--- config.mk ---
export PLATFORM = sky130hd
export DESIGN_NAME = fp_normalizer
export DESIGN_NICKNAME = d
export VERILOG_FILES = /design/src/rtl/fp_normalizer.sv
export SDC_FILE = /design/constraint.sdc
export NUM_CORES = 1
export LEC_CHECK = 0
export ABC_AREA = 1
export CAP_MARGIN = 20
export CELL_PAD_IN_SITES_DETAIL_PLACEMENT = 0
export CELL_PAD_IN_SITES_GLOBAL_PLACEMENT = 1
export CORE_ASPECT_RATIO = 0.6
export CORE_MARGIN = 3
export CORE_UTILIZATION = 25
export DETAILED_ROUTE_END_ITERATION = 16
export GPL_ROUTABILITY_DRIVEN = 0
export PLACE_DENSITY = 0.62
export SLEW_MARGIN = 20
export SYNTH_ARGS = -nofsm -noshare
export SYNTH_HDL_FRONTEND = slang
export SYNTH_SLANG_ARGS = --single-unit
export TNS_END_PERCENT = 1
--- constraint.sdc ---
create_clock -name clk -period 2.8 [get_ports clk]
set_input_delay 0.56 -clock clk [delete_from_list [all_inputs] [get_ports clk]]
set_output_delay 0.56 -clock clk [all_outputs]
set_load 0.02 [all_outputs]
--- src/rtl/fp_normalizer.sv ---
//==============================================================================
// Module  : fp_normalizer
// Brief   : Post-add FP normalization stage: restores the hidden-1 position of
//           a raw mantissa sum and adjusts the exponent, valid/ready both sides.
// Revision: 1.0 - initial release
//==============================================================================
`default_nettype none

module fp_normalizer #(
    parameter int EXP_BITS  = 8,
    parameter int FRAC_BITS = 23,
    parameter int SW        = $clog2(FRAC_BITS + 2)
) (
    input  logic                          clk,
    input  logic                          rst,
    input  logic                          in_valid,
    output logic                          in_ready,
    input  logic                          in_sign,
    input  logic [EXP_BITS-1:0]           in_exp,
    input  logic [FRAC_BITS+1:0]          in_mant,
    output logic                          out_valid,
    input  logic                          out_ready,
    output logic [EXP_BITS+FRAC_BITS:0]   out_result,
    output logic                          out_ovf,
    output logic                          out_uf,
    output logic [SW-1:0]                 out_shift
);

    localparam int                   MW      = FRAC_BITS + 2;
    localparam logic [EXP_BITS-1:0]  EXP_MAX = '1;
    localparam logic [EXP_BITS-1:0]  EXP_ONE = EXP_BITS'(1);
    localparam logic [SW-1:0]        SH_ONE  = SW'(1);

    typedef enum logic [1:0] {
        S_IDLE  = 2'd0,
        S_CHECK = 2'd1,
        S_SHIFT = 2'd2,
        S_DONE  = 2'd3
    } state_t;

    state_t                r_state, w_state_n;
    logic                  r_sign,  w_sign_n;
    logic [EXP_BITS-1:0]   r_exp,   w_exp_n;
    logic [MW-1:0]         r_mant,  w_mant_n;
    logic [SW-1:0]         r_shift, w_shift_n;
    logic                  r_ovf,   w_ovf_n;
    logic                  r_uf,    w_uf_n;

    always_ff @(posedge clk or posedge rst) begin
        if (rst) begin
            r_state <= S_IDLE;
            r_sign  <= 1'b0;
            r_exp   <= '0;
            r_mant  <= '0;
            r_shift <= '0;
            r_ovf   <= 1'b0;
            r_uf    <= 1'b0;
        end else begin
            r_state <= w_state_n;
            r_sign  <= w_sign_n;
            r_exp   <= w_exp_n;
            r_mant  <= w_mant_n;
            r_shift <= w_shift_n;
            r_ovf   <= w_ovf_n;
            r_uf    <= w_uf_n;
        end
    end

    always_comb begin
        w_state_n = r_state;
        w_sign_n  = r_sign;
        w_exp_n   = r_exp;
        w_mant_n  = r_mant;
        w_shift_n = r_shift;
        w_ovf_n   = r_ovf;
        w_uf_n    = r_uf;

        unique case (r_state)
            S_IDLE: begin
                if (in_valid) begin
                    w_sign_n  = in_sign;
                    w_exp_n   = in_exp;
                    w_mant_n  = in_mant;
                    w_shift_n = '0;
                    w_ovf_n   = 1'b0;
                    w_uf_n    = 1'b0;
                    w_state_n = S_CHECK;
                end
            end

            S_CHECK: begin
                if (r_mant == '0 || r_exp == '0) begin
                    w_exp_n   = '0;
                    w_mant_n  = '0;
                    w_uf_n    = 1'b1;
                    w_state_n = S_DONE;
                end else if (r_mant[MW-1]) begin
                    // Comparing against MAX-1 also keeps an all-ones input exponent from wrapping.
                    if (r_exp >= EXP_MAX - EXP_ONE) begin
                        w_exp_n  = EXP_MAX;
                        w_mant_n = '0;
                        w_ovf_n  = 1'b1;
                    end else begin
                        w_exp_n  = r_exp + EXP_ONE;
                        w_mant_n = r_mant >> 1;
                    end
                    w_state_n = S_DONE;
                end else if (r_mant[FRAC_BITS]) begin
                    w_state_n = S_DONE;
                end else begin
                    w_state_n = S_SHIFT;
                end
            end

            S_SHIFT: begin
                if (r_exp == EXP_ONE) begin
                    w_exp_n   = '0;
                    w_mant_n  = '0;
                    w_uf_n    = 1'b1;
                    w_state_n = S_DONE;
                end else begin
                    w_mant_n  = r_mant << 1;
                    w_exp_n   = r_exp - EXP_ONE;
                    w_shift_n = r_shift + SH_ONE;
                    // Bit below hidden becomes the hidden bit after this shift.
                    if (r_mant[FRAC_BITS-1]) begin
                        w_state_n = S_DONE;
                    end
                end
            end

            S_DONE: begin
                if (out_ready) begin
                    w_state_n = S_IDLE;
                end
            end

            default: w_state_n = S_IDLE;
        endcase
    end

    assign in_ready   = (r_state == S_IDLE);
    assign out_valid  = (r_state == S_DONE);
    assign out_result = {r_sign, r_exp, r_mant[FRAC_BITS-1:0]};
    assign out_ovf    = r_ovf;
    assign out_uf     = r_uf;
    assign out_shift  = r_shift;

endmodule

`default_nettype wire

==> results of run 1 <==
## state kept, by name, indices dropped and copies added, names as in the netlist
signal	count
out_ovf	1
out_shift	5
out_uf	1
r_exp	8
r_mant	25
r_sign	1
r_state	2
## layout make-up
cell class,count,area share [%]
multi-input cells,371,40.2
repair buffers,85,19.7
clock buffers,6,2.95
inverters,81,7.02
flip-flops and latches,43,24.6
well taps,170,4.87
clock inverters,1,0.688
## kinds of logic (layout without fill, tap and decap cells)
family	after synthesis	count (layout)
AND/OR/NAND/NOR	284	284
adder cells (fa/ha/maj)	11	11
AO/OA/AOI/OAI	71	71
buffers and inverters	124	173
multiplexers	1	1
flip-flops	43	43
XOR/XNOR	4	4
## layer usage
layer / up-vias / global-route usage (%)
met4: 0 / 1.87
met3: 4 / 3.26
met1: 1459 / 22.9
met2: 73 / 17.8
li1: 1726 / -
met5: - / 0
## worst max-delay path, cell delays in order (launching register included)
cell	delay, ns
dfrtp_1	0.43
inv_1	0.12
ha_2	0.24
clkdlybuf4s50_1	0.62
## cell usage in the layout (no fill, tap or decap), types with 3 or more instances in the layout
cell	synthesis	routed
ha_1	11	10
nand2_1	145	145
dfrtp_1	43	43
inv_1	71	70
inv_2	8	9
xor2_1	3	3
o21ai_0	49	49
nand4_1	7	7
nor2_1	94	94
nor2_4	3	3
o21ai_1	10	10
clkbuf_16	0	5
clkdlybuf4s50_1	0	78
buf_4	26	5
nand2_2	3	3
a21oi_1	7	7
nand3_1	21	21
## path summary, 6_finish.rpt
| kind | from | slack (ns) | end | cells past startpoint |
|---|---|---|---|---|
| worst max-delay path | r_state[1] | 0.55 | in_ready | 3 |
| worst min-delay path | out_uf | 0.50 | out_uf | 2 |
| worst max register to register | r_state[1] | 0.68 | r_mant[23] | 10 |
| worst min register to register | out_uf | 0.50 | out_uf | 2 |
| max in group asynchronous | rst | 1.60 | r_exp[6] | 3 |
| min in group asynchronous | rst | 0.62 | r_sign | 2 |
## metrics by stage
step / utilization (%) / power [mW] / instance area (sq um) / std cells
4_1_cts: 33.2 / 6.37 / 4370 / 757
6_report: 33.2 / 6.28 / 4370 / 757
5_1_grt: 33.2 / 7.00 / 4370 / 757
3_5_place_dp: 32.0 / 5.65 / 4210 / 750
3_3_place_gp: 32.0 / 5.62 / 4210 / 750
2_1_floorplan: - / 4.51 / 3440 / 538
## power by group
group | switching (mW) | leakage, nW | internal, mW
Clock | 0.256 | 0.0769 | 0.417
Combinational | 2.69 | 1.54 | 1.61
Sequential | 0.372 | 0.536 | 0.939
==> qor.csv, run 1 <==
metric;value;unit
most frequent cell after synthesis;nand2_1;
post-synth top area share;31.3;%
Worst-Margin Slew;0.516;ns
DRT antenna net count;0;
Vias/cell;4.31;
grt total ovfl;0;
DRT iter0 DRCs;186;
RSZ-0062 raised after global routing;no;
Distinct cells, synth;34;
Max VDD drop;0.592;mV
number of cell rows;32;
CP Capture Type;primary output;
Lkg Pwr;2.15;nW
core footprint;0.0131;sq mm
min Tclk post-route;2.25;ns
DPL Wire Length;7590;microns
die height;96.8;microns
Synth Area in XOR/XNOR;1.02;%
ys async rst share;100;%
CP arrival;1.69;ns
htree depth;2;
Post-Synth Simple-Gate Area;34.8;%
main combinational cell family by area after synthesis;simple AND/OR/NAND/NOR gates;
warnings from Yosys;0;
Worst-path clk slew;0.06;ns
Post-CTS Resized;0;
NumNets Final;636;
routed wl met3;514;microns
Reg area;0.00108;sq mm
Syn Std Cell Area;0.00344;sq mm
Starting Density;26.2;%
Hold Path Class;register to register;
final worst slack;0.548;ns
relative slew slack;65.5;%
met2 wire len;3910;microns
status;completed;
mux contribution to synthesized area;0.328;%
Setup violations, final;0;
fmax;0.444;GHz
vias;3262;
Final TNS setup;0;ns
highest metal used;met4;
largest cells by area after synthesis;dfrtp_1 (31%), nand2_1 (16%), nor2_1 (10%);
vias in the first global route;3228;
multi-input logic area;0.00175;sq mm
EDFF count, synth;0;
Gate Count Post-Synth;538;
largest net degree at the start of global routing;61;
Yosys reg bits;43;
leading area contributor after synthesis;dfrtp_1;
setup slack after placement;0.594;ns
syn_nets;587;
share of cells above drive strength 1;6.81;%
Mapped Avg Cell Area;6.39;sq um
Worst Path Max Fanout;5;
clk_lat worst skew;0.29;ns
clock buffer depth;2;
drt drc;0;
gr usage total;13.8;%
worst hold margin;0.504;ns
Startpoint Class;register;
die area;0.0152;sq mm
Final Hold Viols;0;
DRT Pass-1 Iters;4;
# port buffers;78;
first-pass GRT wire length;17000;microns
most frequent cells after synthesis;nand2_1 (145), nor2_1 (94), inv_1 (71);
final critical-path share of the clock period;80.4;%
commonest register cell after synthesis;dfrtp_1;
P&R area growth vs syn;27.0;%
initial antenna violation count;0;
CTS Hold Buffers Added;0;
Root Buffer;clkbuf_16;
Critical Path RT;2.24;ns
CTS Buf Count;5;
Crit Path Category;register to primary output;
complex-gate fraction of the synthesized area;10.8;%
Max Slew Vio Count;0;
Setup Buffers After CTS;0;
Clock Skew;0.00537;ns
# IOs;79;
Synth Area in Adders;4.00;%
CTS tree;done;
Fillers;1455;
routed wire length;10300;microns
sequential-to-total area share from yosys stat;31.3;%
n_diodes;0;
clock sink count;43;
MaxCap Viol Count;0;
drt wl/cell;13.5;microns
DRT met1 WL;5790;microns
power per cell area;1440;mW/mm^2
Die X;157;microns
Note: power is estimated with default switching activity, not from simulation.
==> run 2: changes to the inputs <==
--- a/config.mk
+++ b/config.mk
@@ -14,7 +14,7 @@
 export CORE_UTILIZATION = 25
 export DETAILED_ROUTE_END_ITERATION = 16
 export GPL_ROUTABILITY_DRIVEN = 0
-export PLACE_DENSITY = 0.62
+export PLACE_DENSITY = 0.64
 export SLEW_MARGIN = 20
 export SYNTH_ARGS = -nofsm -noshare
 export SYNTH_HDL_FRONTEND = slang
==> constraint.sdc (replaced) <==
create_clock -name clk -period 1.95 [get_ports clk]
set_input_delay 0.39 -clock clk [delete_from_list [all_inputs] [get_ports clk]]
set_output_delay 0.39 -clock clk [all_outputs]
set_load 0.02 [all_outputs]
==> run 2 against run 1 <==
Clock-buffer cell count shrank 1. Routed wire length grew 4.2%. Global-route usage grew 0.33 points. Design area grew 5.6%. Clock skew is essentially flat. Sequential power grew 36%. Register-to-register slack lost 0.53 ns. Non-clock buffer count grew 26. Die area is the same. Critical path depth shrank 1. Sequential share of layout area shrank 1.3 points. Via count grew 3.2%. Highest routed layer unchanged.
==> qor.csv, run 2 (synthesis gave the netlist of run 1 again) <==
metric;value;unit
first-pass GRT wire length;17300;microns
die area;0.0152;sq mm
Crit-path slowest cell;clkdlybuf4s50_1;
highest metal used;met4;
clock sink count;43;
Largest Register;r_mant;
DRT antenna net count;0;
reg2reg path depth;10;
MaxCap Viol Count;0;
DRT iter0 DRCs;193;
n_diodes;0;
Worst-path clk slew;0.07;ns
drt wl/cell;13.7;microns
routed wl met3;694;microns
NumNets Final;662;
die height;96.8;microns
CTS Buf Count;5;
setup slack after placement;0.0247;ns
worst r2r src;r_exp[0];
Startpoint Class;register;
core footprint;0.0131;sq mm
final critical-path share of the clock period;95.5;%
# port buffers;78;
routed wire length;10700;microns
CP arrival;1.47;ns
power per cell area;2060;mW/mm^2
Max VDD drop;0.866;mV
htree depth;2;
RSZ-0062 raised after global routing;yes;
Register-to-Register Setup Slack;0.15;ns
Final Hold Viols;0;
# IOs;79;
Worst Path Max Fanout;6;
initial antenna violation count;0;
number of cell rows;32;
most frequent cells in the layout;nand2_1 (145), nor2_1 (93), clkdlybuf4s50_1 (75), inv_1 (70), o21ai_0 (44);
CP Capture Type;primary output;
Max Slew Vio Count;0;
worst hold margin;0.345;ns
Reg area;0.00108;sq mm
clk_lat worst skew;0.29;ns
met2 wire len;4060;microns
drt drc;0;
gr usage total;14.1;%
clock buffer depth;2;
Vias/cell;4.30;
Root Buffer;clkbuf_16;
DPL Wire Length;8090;microns
grt total ovfl;0;
max reg flops;25;
CP cell instances;buf_4 > clkdlybuf4s50_1;
FF-to-FF End;r_mant[7];
slowest stage delay, CP;0.61;ns
P&R area growth vs syn;34.1;%
Clock Skew;0.00493;ns
CTS Hold Buffers Added;0;
multi-input logic area;0.00178;sq mm
vias in the first global route;3295;
Tot Pwr;9.51;mW
min Tclk post-route;1.86;ns
largest net degree at the start of global routing;53;
DRT met1 WL;5880;microns
Starting Density;26.2;%
Worst-Margin Slew;0.421;ns
Hold Path Class;primary input to async pin;
Lkg Pwr;2.29;nW
Die X;157;microns
relative slew slack;71.7;%
share of cells above drive strength 1;10.9;%
DRT Pass-1 Iters;4;
fmax;0.537;GHz
Setup violations, final;0;
Fillers;1447;
status;completed;
CTS tree;done;
Critical Path RT;1.56;ns
vias;3365;
Crit Path Category;register to primary output;
final worst slack;0.0870;ns
most common cell after layout, fill and taps aside;nand2_1;
run 2: changes by cell type in the layout (fill, tap and decap cells not counted), sizes merged:
cell	change
buf	+26
bufinv	-1
clkbuf	-1
clkdlybuf4s50	-3
clkinv	+1
clkinvlp	+1
dlygate4sd2	+2
dlymetal6s2s	+1
inv	-1
run 2: where the power goes:
part	internal, mW	switching [mW]
clock	0.462	0.375
sequential	1.35	0.432
combinational	2.76	4.13
total	4.57	4.94
run 2: worst max path at each step:
stage	from	end	slack, ns	depth (start not counted)
final	r_exp[6]	out_result[29]	0.09	2
after detailed placement	r_state[0]	r_exp[6]	0.02	10
after CTS	r_exp[5]	out_result[28]	0.02	2
after floorplan	r_exp[0]	r_mant[7]	0.20	10
after global routing	r_exp[0]	r_mant[7]	-0.01	10
after global placement	r_state[1]	r_mant[13]	0.06	10
run 2: cell type report:
cell class | count | share of cell area (%)
Inverter | 81 | 6.65
Timing Repair Buffer | 111 | 23.9
Tap cell | 170 | 4.62
Clock buffer | 5 | 2.72
Clock inverter | 1 | 0.163
Sequential cell | 43 | 23.4
Multi-Input combinational cell | 371 | 38.5
run 2: what timing repair did:
item,in CTS,in global routing
resized for setup,4,10
endpoints found under the setup margin,6,28
pin swaps,0,1
buffers inserted,0,5
run 2: worst max-delay path, delay by kind of cell (launching register included):
family,cells,cell delay (ns)
DFF,1,0.40
buffers and inverters,2,0.79
run 2: layer usage:
layer,global-route usage [%],up-vias
met4,2.33,0
li1,-,1775
met2,18.9,97
met3,3.04,5
met1,22.8,1488
met5,0,-
run 2: stage by stage:
stage | instances | setup TNS, ns | instance area (sq um) | util (%)
after detailed placement | 771 | 0 | 4410 | 33.6
after floorplan | 538 | 0 | 3440 | -
final | 782 | 0 | 4610 | 35.1
after global placement | 771 | 0 | 4410 | 33.6
after global routing | 782 | -0.0572 | 4610 | 35.1
after CTS | 777 | 0 | 4550 | 34.6
